<file path="config.mk">
export PLATFORM = sky130hd
export DESIGN_NAME = counter_loader
export DESIGN_NICKNAME = d
export VERILOG_FILES = /design/src/rtl/counter_loader.sv
export SDC_FILE = /design/constraint.sdc
export NUM_CORES = 1
export LEC_CHECK = 0
export CAP_MARGIN = 20
export CORE_ASPECT_RATIO = 1.4
export CORE_MARGIN = 2
export CORE_UTILIZATION = 42
export DETAILED_ROUTE_END_ITERATION = 10
export GPL_TIMING_DRIVEN = 0
export PLACE_DENSITY = 0.76
export SETUP_SLACK_MARGIN = 0.05
export SYNTH_ARGS = -nofsm -noshare
export SYNTH_HDL_FRONTEND = slang
export SYNTH_SLANG_ARGS = --single-unit
</file>
<file path="constraint.sdc">
create_clock -name clk -period 1.9 [get_ports clk]
set_input_delay 0.38 -clock clk [delete_from_list [all_inputs] [get_ports clk]]
set_output_delay 0.38 -clock clk [all_outputs]
set_load 0.05 [all_outputs]
</file>
<file path="src/rtl/counter_loader.sv">
// Generic FIFO: circular buffer with occupancy count; head is visible combinationally.
// Latency: a push at edge k is readable at dout from edge k onward (one edge after being written).
// Backpressure: push is ignored while full; pop is ignored while empty.
module fifo #(
  parameter int W     = 4,
  parameter int DEPTH = 4
) (
  input  logic                         clk,
  input  logic                         rst_n,
  input  logic                         push,
  input  logic [W-1:0]                 din,
  input  logic                         pop,
  output logic [W-1:0]                 dout,
  output logic [$clog2(DEPTH+1)-1:0]   count,
  output logic                         full
);
  localparam int AW = $clog2(DEPTH);
  localparam int CW = $clog2(DEPTH+1);

  logic [W-1:0]  mem [DEPTH];
  logic [AW-1:0] wr_ptr, rd_ptr;
  logic          do_push, do_pop;

  assign full    = (count == CW'(DEPTH));
  assign do_push = push & ~full;
  assign do_pop  = pop & (count != '0);
  assign dout    = mem[rd_ptr];

  always_ff @(posedge clk) begin
    if (do_push) mem[wr_ptr] <= din;
  end

  always_ff @(posedge clk or negedge rst_n) begin
    if (!rst_n) begin
      wr_ptr <= '0;
      rd_ptr <= '0;
      count  <= '0;
    end else begin
      if (do_push) wr_ptr <= wr_ptr + AW'(1);
      if (do_pop)  rd_ptr <= rd_ptr + AW'(1);
      case ({do_push, do_pop})
        2'b10:   count <= count + CW'(1);
        2'b01:   count <= count - CW'(1);
        default: ;
      endcase
    end
  end
endmodule

// Job feeder for up_counter: queues count values, loads each one, waits for a fresh R rise or a timeout.
// Latency: push at edge k -> cnt_load high between edges k+1 and k+2; done/timeout pulse the cycle after detection.
// Backpressure: in_ready is FIFO not-full (registered occupancy); values offered while full are ignored.
module counter_loader #(
  parameter int WIDTH   = 4,
  parameter int DEPTH   = 4,
  parameter int TIMEOUT = 32
) (
  input  logic                         clk,
  input  logic                         rst_n,
  input  logic                         in_valid,
  output logic                         in_ready,
  input  logic [WIDTH-1:0]             in_val,
  output logic [WIDTH-1:0]             cnt_val,
  output logic                         cnt_load,
  input  logic                         cnt_r,
  output logic                         done_valid,
  output logic [WIDTH-1:0]             done_val,
  output logic                         timeout_err,
  output logic                         busy,
  output logic [$clog2(DEPTH+1)-1:0]   pending
);
  localparam int TW = $clog2(TIMEOUT);

  typedef enum logic [1:0] {S_IDLE, S_LOAD, S_ARM, S_WAIT} state_t;

  state_t          state, state_nxt;
  logic [WIDTH-1:0] head;
  logic            full, pop, cnt_r_q, rise, fire_done, fire_to;
  logic [TW-1:0]   timer;

  fifo #(.W(WIDTH), .DEPTH(DEPTH)) u_fifo (
    .clk   (clk),
    .rst_n (rst_n),
    .push  (in_valid),
    .din   (in_val),
    .pop   (pop),
    .dout  (head),
    .count (pending),
    .full  (full)
  );

  assign in_ready = ~full;
  assign rise     = cnt_r & ~cnt_r_q;
  assign cnt_load = (state == S_LOAD);
  assign busy     = (state != S_IDLE);

  always_ff @(posedge clk or negedge rst_n) begin
    if (!rst_n) state <= S_IDLE;
    else        state <= state_nxt;
  end

  // A rise seen on the last timer cycle still counts as completion.
  always_comb begin
    state_nxt = state;
    pop       = 1'b0;
    fire_done = 1'b0;
    fire_to   = 1'b0;
    case (state)
      S_IDLE: begin
        if (pending != '0) begin
          pop       = 1'b1;
          state_nxt = S_LOAD;
        end
      end
      S_LOAD: state_nxt = S_ARM;
      S_ARM:  state_nxt = S_WAIT;
      S_WAIT: begin
        if (rise) begin
          fire_done = 1'b1;
          state_nxt = S_IDLE;
        end else if (timer == TW'(TIMEOUT-1)) begin
          fire_to   = 1'b1;
          state_nxt = S_IDLE;
        end
      end
      default: state_nxt = S_IDLE;
    endcase
  end

  always_ff @(posedge clk or negedge rst_n) begin
    if (!rst_n) begin
      cnt_r_q     <= 1'b0;
      done_valid  <= 1'b0;
      timeout_err <= 1'b0;
      cnt_val     <= '0;
      done_val    <= '0;
      timer       <= '0;
    end else begin
      cnt_r_q     <= cnt_r;
      done_valid  <= fire_done;
      timeout_err <= fire_to;
      if (pop) begin
        cnt_val  <= head;
        done_val <= head;
      end
      if (state == S_ARM)
        timer <= '0;
      else if (state == S_WAIT && !fire_done && !fire_to)
        timer <= timer + TW'(1);
    end
  end
endmodule
</file>
======== Word level (Yosys, flattened, before mapping) ========
Memory sizes are Yosys's and may differ from the RTL's. A register that Yosys moved wholly into a read port is not among the register bits.
Cells that the tools add are included.
word-level totals
  register bits ........................... 17
  RAM bits ................................ 16
  bits of input ports ..................... 8
  output and inout port bits .............. 16
  word-level logic and storage cells ...... 55
  memories ................................ 1
cells by class
  add/subtract/negate cells ............... 5
  eq/ne operators ......................... 9
  mux-type cells .......................... 16
  bitwise logic cells ..................... 5
  reduce and logical (&&, ||, !) cells .... 11
memories
  memory      depth  width  read ports  clocked after memory_dff  wr ports  RTL line  source
  u_fifo.mem  4      4      1           1                         1         20        logic [W-1:0] mem [DEPTH];
operator list
  kind                 number
  $mux 5               2
  $mux 1               9
  $pmux 2 s4           1
  $eq 2x2->1 const B   3
  $mux 2               3
  $pmux 3 s2           1
  $reduce_bool 2->1    3
  $add 5x1->5 const B  1
  $eq 5x5->1 const B   1
  $add 2x1->2 const B  2
  $eq 2x1->1 const B   2
  $add 3x1->3 const B  1
  $and 1x1->1          3
  $eq 3x3->1 const B   1
  $logic_not 1->1      3
  $ne 3x3->1 const B   1
  $reduce_bool 3->1    1
  $sub 3x1->3 const B  1
  $logic_and 1x1->1    2
  $logic_not 2->1      1
  $ne 2x2->1 const B   1
  $not 1->1            2
  $reduce_and 2->1     1

======== Longest topological paths before layout ========
Gate-level depths: netlist of the first run.
  depth after elaboration ................. 9
  depth in mapped cells ................... 9
  gate-level depth less buffers ........... 9

======== Hierarchy ========
A second synthesis of the first run with hierarchy kept.
second synthesis, totals
  cells, all modules ...................... 121
  area total of the unflattened synthesis .. 1744.2 um^2
modules (own cells, without submodules)
  module          instances  cells an instance  area each (um^2)  sequential area each (um^2)
  fifo            1          57                 1002.2            655.6
  counter_loader  1          64                 742.0             350.3

======== Least setup slack after synthesis of the first run ========
Ideal clock, no wire load.
  kind .................................... reg-to-reg
  start ................................... reg u_fifo.count[2]
  end ..................................... reg u_fifo.count[1]
  library setup time ...................... 0.125 ns
  arrival time ............................ 2.316 ns
  data required time ...................... 1.775 ns
  path slack .............................. -0.540 ns
  stages on the path, launching flop included .. 7
  path buffers ............................ 0
  clock period less this slack ............ 2.440 ns
  cell sequence ........................... dfrtp_1 or3b_4 and2_4 inv_1 ha_1 fa_1 mux2_2
on the way
  elaborated cells between the ends (all ways) .. 11
  those cells by class .................... 3 x eq/ne; 3 x mux; 3 x bitwise; 2 x reduce/logical
RTL lines
  element                                                 RTL line  source
  start: declaration                                      14        output logic [$clog2(DEPTH+1)-1:0] count,
  start signal: assignment                                42        2'b10: count <= count + CW'(1);
  start signal: assignment                                43        2'b01: count <= count - CW'(1);
  $eq 3x3->1 (*)                                          24        assign full = (count == CW'(DEPTH));
  $not 1->1 (*)                                           n/a
  named net in_ready                                      61        output logic in_ready,
  $and 1x1->1 (*)                                         25        assign do_push = push & ~full;
  $eq 2x1->1 / $eq 2x2->1 (equally long branches)         41        case ({do_push, do_pop})
  $pmux 3 s2 / $reduce_bool 2->1 (equally long branches)  n/a
Mark *: on every way through the listed nets, which the timed path passes. The rest lies on a longest branch.
A chain may end at the register's enable or synchronous reset.

======== Final worst setup path of the first run ========
  start ................................... reg u_fifo.count[0]
  end ..................................... reg u_fifo.count[1]
on the way
  cells in the longest elaborated chain, start to end .. 6
  elaborated cells between the ends (all ways) .. 13
  those cells by class .................... 2 x add/sub; 3 x eq/ne; 3 x mux; 3 x bitwise; 2 x reduce/logical
ends and longest elaborated chain
  element                                                 RTL line  source
  $reduce_bool 3->1                                       26, 110
  $mux 1                                                  110       if (pending != '0) begin
  $mux 1                                                  108       case (state)
  $and 1x1->1                                             26        assign do_pop = pop & (count != '0);
  $eq 2x1->1 / $eq 2x2->1 (equally long branches)         41
  $pmux 3 s2 / $reduce_bool 2->1 (equally long branches)  n/a
Several ways; a longest one is shown, not always the timed one.

==> metrics.txt, run 1 <==
# TYPE chip_impl_metric gauge
chip_impl_metric{name="synth.ff_latch_count",unit=""} 37
chip_impl_metric{name="dpl-instance-area",unit="um^2"} 2020
chip_impl_metric{name="reg2regPathDepth",unit=""} 6
chip_impl_metric{name="crit_required",unit="ps"} 2080
chip_impl_metric{name="grt_start_max_net_pins",unit=""} 22
chip_impl_metric{name="drt_pass_1_iters",unit=""} 4
chip_impl_metric{name="num_io_pins",unit=""} 24
chip_impl_info{name="post-synth-top-count-cell",value="dfrtp_1"} 1
chip_impl_metric{name="power-per-cell-area",unit="nW/um^2"} 1820
chip_impl_info{name="criticalPathCategory",value="flop to flop"} 1
chip_impl_metric{name="syn_area_per_cell",unit="um^2"} 13.7
chip_impl_metric{name="first_global_vias",unit=""} 1176
chip_impl_metric{name="placed_cells_incl_taps",unit=""} 191
chip_impl_info{name="r2r-end",value="u_fifo.count[1]$_DFFE_PN0P_"} 1
chip_impl_metric{name="register_to_register_path_setup_slack",unit="ps"} -110
chip_impl_metric{name="clock-sinks",unit=""} 37
chip_impl_metric{name="total_nets_final",unit=""} 190
chip_impl_info{name="top_ff_cell_synth",value="dfrtp_1"} 1
chip_impl_info{name="synth.cells.most_frequent",value="21 x dfrtp_1, 16 x edfxtp_1, 13 x nand2_1, 12 x ha_1, 9 x inv_1"} 1
chip_impl_metric{name="finalHoldViolCount",unit=""} 0
chip_impl_info{name="violations_in_the_final_reports",value="setup timing"} 1
chip_impl_metric{name="layout-drive-gt1-share",unit=""} 0.312
chip_impl_metric{name="whs_path_depth",unit=""} 2
chip_impl_metric{name="global_route.overflow_total",unit=""} 0
chip_impl_metric{name="cts.clk_slew.worst_paths",unit="ps"} 70
chip_impl_metric{name="row_count",unit=""} 27
chip_impl_metric{name="switchingPower",unit="mW"} 1.65
chip_impl_metric{name="clockBufferDepth",unit=""} 2
chip_impl_metric{name="die-area",unit="um^2"} 4600
chip_impl_metric{name="fin_worst_skew",unit="ps"} 5.40
chip_impl_metric{name="postRouteAntennaNets",unit=""} 0
chip_impl_metric{name="drc",unit=""} 0
chip_impl_info{name="cts_root_buffer",value="clkbuf_8"} 1
chip_impl_metric{name="numCtsBuffers",unit=""} 5
chip_impl_metric{name="synth_cells",unit=""} 125
chip_impl_metric{name="first_iter_violations",unit=""} 21
chip_impl_metric{name="vdd.ir_drop.worst",unit="uV"} 1140
chip_impl_metric{name="core_area",unit="um^2"} 3920
chip_impl_metric{name="vias_per_cell",unit=""} 5.07
chip_impl_metric{name="finish.cell_count_without_fillers",unit=""} 213
chip_impl_metric{name="power.internal",unit="mW"} 2.54
chip_impl_metric{name="seq_power_share",unit=""} 0.302
chip_impl_metric{name="fin_hold_ws",unit="ps"} 496
chip_impl_metric{name="fillerInstances",unit=""} 323
chip_impl_info{name="min_delay_worst_endpoint",value="done_val[1]$_DFFE_PN0P_"} 1
chip_impl_info{name="result_of_the_run",value="complete, but fails checks"} 1
chip_impl_metric{name="total_leakage_power",unit="nW"} 1.01
chip_impl_metric{name="max_stage_delay",unit="ps"} 430
chip_impl_metric{name="achievable-frequency",unit="MHz"} 496
chip_impl_info{name="timing.hold.worst.start",value="done_val[1]$_DFFE_PN0P_"} 1
chip_impl_metric{name="layout-area-overhead-vs-synth",unit="%"} 34.4
chip_impl_metric{name="synth.distinct_cells",unit=""} 29
chip_impl_metric{name="final.period_utilization",unit=""} 1.06
chip_impl_metric{name="worstPathArrival",unit="ps"} 2190
chip_impl_metric{name="numPortBuffers",unit=""} 23
chip_impl_metric{name="post_synthesis_cell_area",unit="um^2"} 1710
chip_impl_info{name="netlist_top_cells_area",value="dfrtp_1 31%, edfxtp_1 28%, ha_1 8.8%"} 1
chip_impl_metric{name="maxCapViolCount",unit=""} 0
chip_impl_info{name="timing.critical_path.to_type",value="flop"} 1
chip_impl_metric{name="power.share.switching",unit=""} 0.395
chip_impl_metric{name="path_max_fanout",unit=""} 3
chip_impl_metric{name="num_vias",unit=""} 1079
chip_impl_metric{name="dieWidth",unit="um"} 57.9
chip_impl_metric{name="finalWorstPathRequiredPeriod",unit="ps"} 2010
chip_impl_metric{name="combinationalPowerShare",unit=""} 0.510
chip_impl_metric{name="mappedNetlistNets",unit=""} 146
chip_impl_metric{name="dpl.hpwl",unit="mm"} 2.19
chip_impl_info{name="rsz_0062_raised_after_global_routing",value="yes"} 1
chip_impl_metric{name="gp_routability_congestion",unit=""} 0.687
chip_impl_info{name="startpoint_type",value="flop"} 1
chip_impl_metric{name="detail_route.wirelength",unit="mm"} 3.16
chip_impl_metric{name="setup_violations",unit=""} 2
chip_impl_metric{name="ys_async_sr_fraction",unit=""} 0.568
chip_impl_info{name="synth.largest_area_cell",value="dfrtp_1"} 1
chip_impl_metric{name="antennaDiodeCount",unit=""} 0
chip_impl_info{name="worst_path_max_delay_cell",value="dfrtp_2"} 1
chip_impl_metric{name="netlist.area_leader.share",unit=""} 0.308
chip_impl_metric{name="post_route_design_area",unit="um^2"} 2300
chip_impl_metric{name="floorplan.initialDensity",unit=""} 0.436
chip_impl_metric{name="post_drt_wl_per_cell",unit="um"} 14.8
chip_impl_metric{name="ys.warnings.count",unit=""} 0
chip_impl_metric{name="cp.buffers_inverters",unit=""} 1
chip_impl_metric{name="grt_util_all_layers",unit=""} 0.159
chip_impl_info{name="r2r-start",value="u_fifo.count[0]$_DFFE_PN0P_"} 1
chip_impl_metric{name="synth_enable_flop_cells",unit=""} 16
chip_impl_info{name="path_cells",value="or3b_4 -> and2_4 -> inv_4 -> ha_4 -> fa_2 -> mux2_4"} 1
chip_impl_metric{name="seq_area_frac_synth",unit=""} 0.589
chip_impl_metric{name="antenna_found_initial",unit=""} 0
chip_impl_info{name="tritoncts",value="built"} 1
chip_impl_metric{name="clkLatencyLatePin",unit="ps"} 290
chip_impl_metric{name="clock_power_share",unit=""} 0.189
chip_impl_metric{name="number_of_h_tree_levels",unit=""} 2
chip_impl_info{name="hold_class",value="flop to flop"} 1
chip_impl_metric{name="relSlewSlack",unit=""} 0.368
chip_impl_info{name="path_delay_family",value="simple AND/OR/NAND/NOR gates"} 1
chip_impl_metric{name="grt_first_pass_wirelength",unit="mm"} 5.31
chip_impl_metric{name="worst_slack",unit="ps"} -114
chip_impl_metric{name="drv_slew",unit=""} 0
chip_impl_metric{name="worst-slew-pin-transition",unit="ps"} 945
chip_impl_metric{name="chipHeight",unit="um"} 79.5
layer usage:
metal,track usage,up-vias,wire length [um]
li1,-,524,-
met1,0.159,531,1120
met2,0.291,19,1850
met3,0.0519,5,131
met4,0.0698,0,60
met5,0,-,0
worst min-delay path, stage by stage (launching register included):
cell and delay, ps:
dfrtp_1 360, nand2_1 50, nand2_1 50
power groups by stage:
stage | combinational [mW] | clock [mW] | sequential, mW
after global placement | 1.84 | 0 | 1.29
after global routing | 2.32 | 0.839 | 1.29
after CTS | 2.07 | 0.803 | 1.27
final | 2.13 | 0.791 | 1.26
after floorplan | 1.17 | 0 | 1.54
after detailed placement | 1.93 | 0 | 1.32
cells by family (layout without fill, tap and decap cells):
group / after synthesis / after routing / share of synthesized area
flip-flops: 37 / 37 / 0.589
AND/OR/NAND/NOR: 37 / 37 / 0.112
buffers and inverters: 14 / 59 / 0.0403
adder cells (fa/ha/maj): 13 / 13 / 0.0996
multiplexers: 10 / 10 / 0.0938
AO/OA/AOI/OAI: 8 / 8 / 0.0344
XOR/XNOR: 6 / 6 / 0.0308
stage by stage:
stage	setup WS (ps)	util	setup TNS [ps]	power, mW
global placement	-311	0.516	-695	3.13
finish	-114	0.586	-167	4.19
global route	-155	0.586	-375	4.45
detailed placement	-366	0.516	-877	3.24
floorplan	-324	-	-643	2.70
CTS	-100	0.574	-244	4.14
sequential cells by signal, summed over array words and instances (netlist names):
register and cells:
done_val 4, timer 5, u_fifo.mem 16, u_fifo.wr_ptr 2
u_fifo.count 3, done_valid 1, timeout_err 1, cnt_r_q 1
state 2, u_fifo.rd_ptr 2
worst max-delay path by stage:
stage,depth (start not counted),start,slack [ps],to
after detailed placement,7,u_fifo.count[0]$_DFFE_PN0P_,-370,u_fifo.count[2]$_DFFE_PN0P_
after global routing,6,u_fifo.count[0]$_DFFE_PN0P_,-150,u_fifo.count[1]$_DFFE_PN0P_
after floorplan,6,u_fifo.count[2]$_DFFE_PN0P_,-320,u_fifo.count[1]$_DFFE_PN0P_
after global placement,7,u_fifo.count[0]$_DFFE_PN0P_,-310,u_fifo.count[2]$_DFFE_PN0P_
final,6,u_fifo.count[0]$_DFFE_PN0P_,-110,u_fifo.count[1]$_DFFE_PN0P_
after CTS,8,u_fifo.count[1]$_DFFE_PN0P_,-100,u_fifo.count[2]$_DFFE_PN0P_
cell type report:
class                           instances  area, um^2  area share
Buffer                                  5        35.0      0.0153
Clock buffer                            5        68.8      0.0300
Clock inverter                          3        65.1      0.0283
Inverter                                9        36.3      0.0158
Multi-Input combinational cell         74         698       0.304
Sequential cell                        37        1010       0.440
Tap cell                               43        53.8      0.0234
Timing Repair Buffer                   37         329       0.143
what timing repair did:
action | in CTS | in global routing
gates resized for setup | 23 | 7
pin swaps | 1 | 8
buffers inserted | 10 | 4
hold buffers | 0 | 0
setup endpoints to repair | 18 | 6
placed cells by master (no fill, tap or decap), drive strengths merged, types with 3 or more instances in the layout:
cell	instances
a21oi	3
and3	5
buf	20
clkbuf	5
clkdlybuf4s50	9
dfrtp	21
dlygate4sd2	12
edfxtp	16
ha	12
inv	9
mux2	5
mux4	4
nand2	13
nand4	3
nor2	5
nor2b	3
o31ai	4
xnor2	5
Note: power is estimated with default switching activity, not from simulation.
==> inputs of run 2 (changes only) <==
ABC_AREA = 1   (was unset)
==> run 2 against run 1 <==
Against the previous run: combinational power is essentially flat; total power shrank 7.3%; largest cell class unchanged; worst setup slack improved by 240 ps; highest routed layer unchanged; via count grew 21%; maximum frequency grew 13%; global-route usage decreased by 1.7 points; the flow now finishes without violations.
==> metrics.txt, run 2 <==
# TYPE chip_impl_metric gauge
chip_impl_metric{name="floorplan.initialDensity",unit=""} 0.441
chip_impl_info{name="top_ff_cell_synth",value="dfrtp_1"} 1
chip_impl_info{name="register_containing_the_most_flip_flops_in_the_final_layout",value="u_fifo.mem"} 1
chip_impl_info{name="worst_path_max_delay_cell",value="clkdlybuf4s50_1"} 1
chip_impl_metric{name="dieWidth",unit="um"} 60.4
chip_impl_metric{name="power.share.switching",unit=""} 0.464
chip_impl_metric{name="grt.met2_usage",unit=""} 0.243
chip_impl_metric{name="seq_area_frac_synth",unit=""} 0.539
chip_impl_info{name="cts_root_buffer",value="clkbuf_8"} 1
chip_impl_metric{name="dpl.hpwl",unit="mm"} 2.24
chip_impl_metric{name="finish.cell_count_without_fillers",unit=""} 290
chip_impl_metric{name="finalHoldViolCount",unit=""} 0
chip_impl_metric{name="first_iter_violations",unit=""} 33
chip_impl_metric{name="die-area",unit="um^2"} 5000
chip_impl_info{name="result_of_the_run",value="finished clean"} 1
chip_impl_info{name="synth.largest_area_cell",value="dfrtp_1"} 1
chip_impl_info{name="timing.hold.worst.start",value="done_val[3]$_DFFE_PN0P_"} 1
chip_impl_metric{name="netlist.area_leader.share",unit=""} 0.281
chip_impl_metric{name="total_power",unit="mW"} 3.88
chip_impl_metric{name="antenna_found_initial",unit=""} 0
chip_impl_metric{name="fin_hold_ws",unit="ps"} 510
chip_impl_info{name="post-synth-top-count-cell",value="nand2_1"} 1
chip_impl_metric{name="detail_route.wirelength",unit="mm"} 2.99
chip_impl_info{name="path_delay_family",value="buffers and inverters"} 1
chip_impl_metric{name="row_count",unit=""} 28
chip_impl_metric{name="seq_power_share",unit=""} 0.319
chip_impl_metric{name="maxCapViolCount",unit=""} 0
chip_impl_metric{name="clock_power_share",unit=""} 0.135
chip_impl_metric{name="cp.buffers_inverters",unit=""} 1
chip_impl_metric{name="synth_enable_flop_cells",unit=""} 16
chip_impl_metric{name="num_vias",unit=""} 1305
chip_impl_info{name="rsz_0062_raised_after_global_routing",value="yes"} 1
chip_impl_metric{name="num_io_pins",unit=""} 24
chip_impl_info{name="path_cells",value="clkdlybuf4s50_1"} 1
chip_impl_metric{name="post_synthesis_cell_area",unit="um^2"} 1870
chip_impl_metric{name="antennaDiodeCount",unit=""} 0
chip_impl_metric{name="first_global_vias",unit=""} 1272
chip_impl_metric{name="register_to_register_path_setup_slack",unit="ps"} 160
chip_impl_info{name="timing.critical_path.to_type",value="primary output"} 1
chip_impl_metric{name="numPortBuffers",unit=""} 23
chip_impl_metric{name="synth.ff_latch_count",unit=""} 37
chip_impl_metric{name="clock-sinks",unit=""} 37
chip_impl_info{name="netlist_top_cells_area",value="dfrtp_1 28%, edfxtp_1 26%, nand2_1 11%"} 1
chip_impl_metric{name="synth_cells",unit=""} 195
chip_impl_metric{name="sum_neg_setup_slack",unit="ps"} 0
chip_impl_metric{name="final.period_utilization",unit=""} 0.935
chip_impl_metric{name="whs_path_depth",unit=""} 2
chip_impl_metric{name="total_leakage_power",unit="nW"} 1.15
chip_impl_metric{name="vias_per_cell",unit=""} 4.50
chip_impl_metric{name="drc",unit=""} 0
chip_impl_metric{name="cts.clk_slew.worst_paths",unit="ps"} 70
chip_impl_metric{name="number_of_h_tree_levels",unit=""} 2
chip_impl_metric{name="groute.layer.met3.usage",unit=""} 0.0389
chip_impl_metric{name="drv_slew",unit=""} 0
chip_impl_metric{name="layout-drive-gt1-share",unit=""} 0.165
chip_impl_metric{name="global_route.overflow_total",unit=""} 0
chip_impl_info{name="criticalPathCategory",value="flop to primary output"} 1
chip_impl_metric{name="numCtsBuffers",unit=""} 5
chip_impl_metric{name="chipHeight",unit="um"} 82.9
chip_impl_metric{name="core_area",unit="um^2"} 4240
chip_impl_metric{name="synth.distinct_cells",unit=""} 24
chip_impl_metric{name="total_nets_final",unit=""} 250
chip_impl_metric{name="global_route.usage.met1",unit=""} 0.162
chip_impl_info{name="mostFrequentLayoutCells",value="53 x nand2_1, 35 x inv_1, 23 x nand3_1"} 1
chip_impl_info{name="busiest_layer",value="met2"} 1
chip_impl_metric{name="combinationalPowerShare",unit=""} 0.547
chip_impl_metric{name="worstPathArrival",unit="ps"} 1400
chip_impl_info{name="synth.cells.most_frequent",value="53 x nand2_1, 35 x inv_1, 23 x nand3_1, 21 x dfrtp_1, 16 x edfxtp_1"} 1
chip_impl_info{name="biggestRegsByFlops",value="u_fifo.mem: 16 flops, timer: 5 flops, done_val: 4 flops"} 1
chip_impl_metric{name="placed_cells_incl_taps",unit=""} 278
chip_impl_metric{name="worst-slew-pin-transition",unit="ps"} 915
chip_impl_info{name="r2r-end",value="u_fifo.count[2]$_DFFE_PN0P_"} 1
chip_impl_metric{name="reg2regPathDepth",unit=""} 9
chip_impl_metric{name="gp_routability_congestion",unit=""} 0.779
chip_impl_metric{name="ys_async_sr_fraction",unit=""} 0.568
chip_impl_metric{name="grt_util_all_layers",unit=""} 0.142
chip_impl_info{name="tritoncts",value="built"} 1
chip_impl_metric{name="ys.warnings.count",unit=""} 0
chip_impl_metric{name="finalWorstPathRequiredPeriod",unit="ps"} 1780
chip_impl_metric{name="drt_pass_1_iters",unit=""} 4
chip_impl_info{name="layout.cells.most_common",value="nand2_1"} 1
chip_impl_metric{name="switchingPower",unit="mW"} 1.80
chip_impl_metric{name="vdd.ir_drop.worst",unit="uV"} 989
chip_impl_metric{name="path_max_fanout",unit=""} 1
chip_impl_metric{name="largest_register_ffs",unit=""} 16
chip_impl_metric{name="syn_area_per_cell",unit="um^2"} 9.58
chip_impl_metric{name="max_stage_delay",unit="ps"} 790
chip_impl_metric{name="postRouteAntennaNets",unit=""} 0
chip_impl_metric{name="grt_start_max_net_pins",unit=""} 22
chip_impl_metric{name="achievable-frequency",unit="MHz"} 563
chip_impl_info{name="startpoint_type",value="flop"} 1
chip_impl_metric{name="power.internal",unit="mW"} 2.08
chip_impl_metric{name="power-per-cell-area",unit="nW/um^2"} 1690
chip_impl_metric{name="setup_violations",unit=""} 0
chip_impl_metric{name="crit_required",unit="ps"} 1520
chip_impl_metric{name="clockBufferDepth",unit=""} 2
chip_impl_info{name="min_delay_worst_endpoint",value="done_val[3]$_DFFE_PN0P_"} 1
chip_impl_metric{name="relSlewSlack",unit=""} 0.388
chip_impl_metric{name="mappedNetlistNets",unit=""} 216
chip_impl_metric{name="fin_worst_skew",unit="ps"} 6.36
chip_impl_metric{name="layout-area-overhead-vs-synth",unit="%"} 22.8
chip_impl_info{name="r2r-start",value="state[1]$_DFFE_PN0P_"} 1
chip_impl_info{name="hold_class",value="flop to flop"} 1
chip_impl_metric{name="clkLatencyLatePin",unit="ps"} 280
chip_impl_metric{name="grt_first_pass_wirelength",unit="mm"} 5.44
chip_impl_metric{name="post_drt_wl_per_cell",unit="um"} 10.3
run 2: cell count changes in the layout (fill, tap and decap cells not counted), sizes merged, moves of 5 or more:
cell | previous run | this run
and3 | 5 | 0
buf | 20 | 11
inv | 9 | 37
mux2 | 5 | 0
nand2 | 13 | 58
nand3 | 1 | 24
run 2: final cells by class:
cell class                 count  area, um^2
buffer                         6        42.5
tap                           60        75.1
fill                         384        1950
inverter                      38         148
clock inverter                 2        10.0
clock buffer                   6        72.6
timing repair buffer          27         241
sequential                    37        1010
multi-input combinational    114         694
run 2: logic make-up (layout without fill, tap and decap cells):
kind of cell / Yosys count / after routing / share of synthesized area
buffers and inverters: 44 / 79 / 0.102
and+or+nand+nor: 93 / 93 / 0.226
xor gates and xnor gates: 6 / 6 / 0.0362
adders and majority gates: 13 / 13 / 0.0911
AOI/OAI and AO/OA: 2 / 2 / 0.00670
DFF: 37 / 37 / 0.539
run 2: worst max path at each step:
stage | startpoint | to | slack [ps] | cells after the start
2_1_floorplan | u_fifo.count[1]$_DFFE_PN0P_ | u_fifo.count[2]$_DFFE_PN0P_ | 50 | 9
3_3_place_gp | state[0]$_DFFE_PN0P_ | busy | -90 | 4
3_5_place_dp | state[0]$_DFFE_PN0P_ | busy | -90 | 4
4_1_cts | u_fifo.count[1]$_DFFE_PN0P_ | u_fifo.count[2]$_DFFE_PN0P_ | 60 | 9
5_1_grt | state[1]$_DFFE_PN0P_ | u_fifo.count[2]$_DFFE_PN0P_ | 30 | 10
6_report | timeout_err$_DFF_PN0_ | timeout_err | 120 | 1
run 2: routing by layer:
metal  part of all wire  wire length, um
met4              0.014               42
met2               0.54             1630
met5                  0                0
met3              0.033              100
met1               0.41             1220
run 2: per-stage QoR:
stage / setup WS [ps] / util / cell area (um^2)
finish: 123 / 0.541 / 2290
detailed placement: -94.2 / 0.518 / 2200
CTS: 60.8 / 0.537 / 2280
global route: 27.4 / 0.541 / 2290
floorplan: 46.5 / - / 1890
global placement: -86.3 / 0.518 / 2200
run 2: power groups by stage:
stage | clock, mW | sequential [mW] | combinational, mW
6_report | 0.523 | 1.24 | 2.12
5_1_grt | 0.569 | 1.27 | 2.39
4_1_cts | 0.535 | 1.25 | 2.09
3_5_place_dp | 0 | 1.28 | 2.14
3_3_place_gp | 0 | 1.27 | 2.10
2_1_floorplan | 0 | 1.52 | 1.35
run 2: timing repair:
action                     CTS  global route
pin swaps                    0             2
setup endpoints to repair   16             3
setup buffers                1             3
hold buffers                 0             0
gates resized for setup     19             2
==> inputs of run 3 (changes only) <==
CORE_UTILIZATION = 40   (was 42)
CTS_CLUSTER_SIZE = 12   (was unset)
PLACE_DENSITY = 0.73   (was 0.76)
==> run 3 against run 2 <==
Against the previous run: sequential power is essentially flat; count of clock-buffer cells in the layout grew 2; clock skew shrank 3.9 ps; register-to-register slack lost 20 ps; die area grew 4.7%; sequential share of layout area shrank 0.22 points; critical path depth grew 2; worst hold slack lost 62 ps; global-route usage shrank 0.77 points; largest power group unchanged.
==> metrics.txt, run 3 (synthesized netlist as in run 2, its figures left out) <==
# TYPE chip_impl_metric gauge
chip_impl_metric{name="global_route.overflow_total",unit=""} 0
chip_impl_metric{name="die-area",unit="um^2"} 5240
chip_impl_metric{name="largest_register_ffs",unit=""} 16
chip_impl_metric{name="post_drt_wl_per_cell",unit="um"} 10.1
chip_impl_metric{name="clock_power_share",unit=""} 0.141
chip_impl_metric{name="total_leakage_power",unit="nW"} 1.15
chip_impl_info{name="tritoncts",value="built"} 1
chip_impl_info{name="mostFrequentLayoutCells",value="53 x nand2_1, 35 x inv_1, 23 x nand3_1"} 1
chip_impl_metric{name="gp_routability_congestion",unit=""} 0.787
chip_impl_metric{name="first_global_vias",unit=""} 1247
chip_impl_info{name="hold_class",value="input port to asynchronous set/reset pin"} 1
chip_impl_metric{name="vias_per_cell",unit=""} 4.34
chip_impl_metric{name="relSlewSlack",unit=""} 0.645
chip_impl_info{name="startpoint_type",value="flop"} 1
chip_impl_metric{name="seq_power_share",unit=""} 0.323
chip_impl_metric{name="drv_slew",unit=""} 0
chip_impl_metric{name="clkLatencyLatePin",unit="ps"} 280
chip_impl_metric{name="number_of_h_tree_levels",unit=""} 2
chip_impl_metric{name="chipHeight",unit="um"} 84.9
chip_impl_metric{name="power.share.switching",unit=""} 0.458
chip_impl_metric{name="antennaDiodeCount",unit=""} 0
chip_impl_metric{name="floorplan.initialDensity",unit=""} 0.415
chip_impl_metric{name="core_area",unit="um^2"} 4500
chip_impl_metric{name="layout-drive-gt1-share",unit=""} 0.161
chip_impl_metric{name="grt_util_all_layers",unit=""} 0.134
chip_impl_metric{name="clockBufferDepth",unit=""} 2
chip_impl_metric{name="numCtsBuffers",unit=""} 5
chip_impl_metric{name="power.internal",unit="mW"} 2.10
chip_impl_metric{name="holdBufCountCts",unit=""} 0
chip_impl_metric{name="postRouteAntennaNets",unit=""} 0
chip_impl_metric{name="vdd.ir_drop.worst",unit="uV"} 965
chip_impl_metric{name="final.period_utilization",unit=""} 0.935
chip_impl_metric{name="post-route-util",unit=""} 0.512
chip_impl_metric{name="worst_slack",unit="ps"} 123
chip_impl_metric{name="drc",unit=""} 0
chip_impl_metric{name="dieWidth",unit="um"} 61.8
chip_impl_metric{name="placement.setup.worst_slack",unit="ps"} -102
chip_impl_metric{name="num_vias",unit=""} 1266
chip_impl_metric{name="setup_violations",unit=""} 0
chip_impl_metric{name="clock-sinks",unit=""} 37
chip_impl_info{name="register_containing_the_most_flip_flops_in_the_final_layout",value="u_fifo.mem"} 1
chip_impl_metric{name="detail_route.wirelength",unit="mm"} 2.96
chip_impl_metric{name="crit_required",unit="ps"} 1520
chip_impl_metric{name="cts.clk_slew.worst_paths",unit="ps"} 70
chip_impl_metric{name="total_nets_final",unit=""} 250
chip_impl_metric{name="antenna_found_initial",unit=""} 0
chip_impl_metric{name="num_io_pins",unit=""} 24
chip_impl_metric{name="dpl-instance-area",unit="um^2"} 2200
chip_impl_metric{name="power-per-cell-area",unit="nW/um^2"} 1680
chip_impl_metric{name="grt_start_max_net_pins",unit=""} 22
chip_impl_metric{name="finalHoldViolCount",unit=""} 0
chip_impl_metric{name="numPortBuffers",unit=""} 23
chip_impl_info{name="result_of_the_run",value="finished clean"} 1
chip_impl_metric{name="first_iter_violations",unit=""} 36
chip_impl_info{name="criticalPathCategory",value="flop to primary output"} 1
chip_impl_metric{name="switchingPower",unit="mW"} 1.77
chip_impl_metric{name="total_power",unit="mW"} 3.87
chip_impl_metric{name="finish.cell_count_without_fillers",unit=""} 292
chip_impl_info{name="layout.cells.most_common",value="nand2_1"} 1
chip_impl_metric{name="maxCapViolCount",unit=""} 0
chip_impl_info{name="rsz_0062_raised_after_global_routing",value="yes"} 1
chip_impl_metric{name="drt_pass_1_iters",unit=""} 4
chip_impl_metric{name="post_route_design_area",unit="um^2"} 2300
chip_impl_metric{name="dpl.hpwl",unit="mm"} 2.25
chip_impl_metric{name="placed_cells_incl_taps",unit=""} 280
chip_impl_metric{name="combinationalPowerShare",unit=""} 0.537
chip_impl_metric{name="finalWorstPathRequiredPeriod",unit="ps"} 1780
chip_impl_metric{name="worstPathArrival",unit="ps"} 1400
chip_impl_metric{name="achievable-frequency",unit="MHz"} 563
chip_impl_info{name="biggestRegsByFlops",value="u_fifo.mem: 16 flops, timer: 5 flops, done_val: 4 flops"} 1
chip_impl_metric{name="row_count",unit=""} 29
chip_impl_metric{name="fin_worst_skew",unit="ps"} 2.48
chip_impl_metric{name="worst-slew-pin-transition",unit="ps"} 531
chip_impl_metric{name="grt_first_pass_wirelength",unit="mm"} 5.13
chip_impl_info{name="cts_root_buffer",value="clkbuf_8"} 1
chip_impl_info{name="timing.critical_path.to_type",value="primary output"} 1
chip_impl_metric{name="layout-area-overhead-vs-synth",unit="%"} 23.4
chip_impl_metric{name="path_max_fanout",unit=""} 4
## run 3: layer usage
| metal | wire, um | part of all wire | track usage | vias to the layer above |
|---|---|---|---|---|
| li1 | - | - | - | 661 |
| met1 | 1150 | 0.39 | 0.130 | 583 |
| met2 | 1680 | 0.57 | 0.238 | 20 |
| met3 | 93 | 0.031 | 0.0412 | 2 |
| met4 | 37 | 0.013 | 0.0735 | 0 |
| met5 | 0 | 0 | 0 | - |
## run 3: final timing paths
check	depth (start not counted)	slack, ps	start	end
max	3	120	u_fifo.count[1]$_DFFE_PN0P_	in_ready
min	1	450	rst_n	timer[2]$_DFFE_PN0P_
max reg2reg	9	140	u_fifo.count[1]$_DFFE_PN0P_	u_fifo.count[2]$_DFFE_PN0P_
min reg2reg	2	510	done_val[2]$_DFFE_PN0P_	done_val[2]$_DFFE_PN0P_
max in group asynchronous	2	980	rst_n	u_fifo.count[1]$_DFFE_PN0P_
min in group clk	2	510	done_val[2]$_DFFE_PN0P_	done_val[2]$_DFFE_PN0P_
## run 3: worst max-delay path, cell delays in order (launching register included)
cell	delay, ps
dfrtp_2	450
nor2_4	170
nand2_4	70
dlygate4sd2_1	420
## run 3: final cells by class
type	count	area [um^2]
fill	435	2190
sequential	37	1010
multi-input combinational	114	694
timing repair buffer	27	243
inverter	38	148
clock buffer	8	90.1
tap	62	77.6
buffer	6	42.5
## run 3: metrics by stage
stage          setup TNS (ps)  hold slack [ps]
2_1_floorplan               0             84.4
3_3_place_gp             -117              498
3_5_place_dp             -136              505
4_1_cts                     0              517
5_1_grt                     0              475
6_report                    0              448
## run 3: power by group through the flow
| stage | combinational [mW] | sequential [mW] | clock [mW] |
|---|---|---|---|
| 2_1_floorplan | 1.35 | 1.52 | 0 |
| 3_3_place_gp | 2.09 | 1.27 | 0 |
| 3_5_place_dp | 2.13 | 1.28 | 0 |
| 4_1_cts | 2.07 | 1.26 | 0.565 |
| 5_1_grt | 2.32 | 1.28 | 0.591 |
| 6_report | 2.08 | 1.25 | 0.544 |
## run 3: timing repair
item | 4_1_cts | 5_1_grt
endpoints found under the setup margin | 16 | 4
buffers inserted | 1 | 2
pin swaps | 0 | 1
hold endpoints to repair | 0 | 0
gates resized for setup | 18 | 3
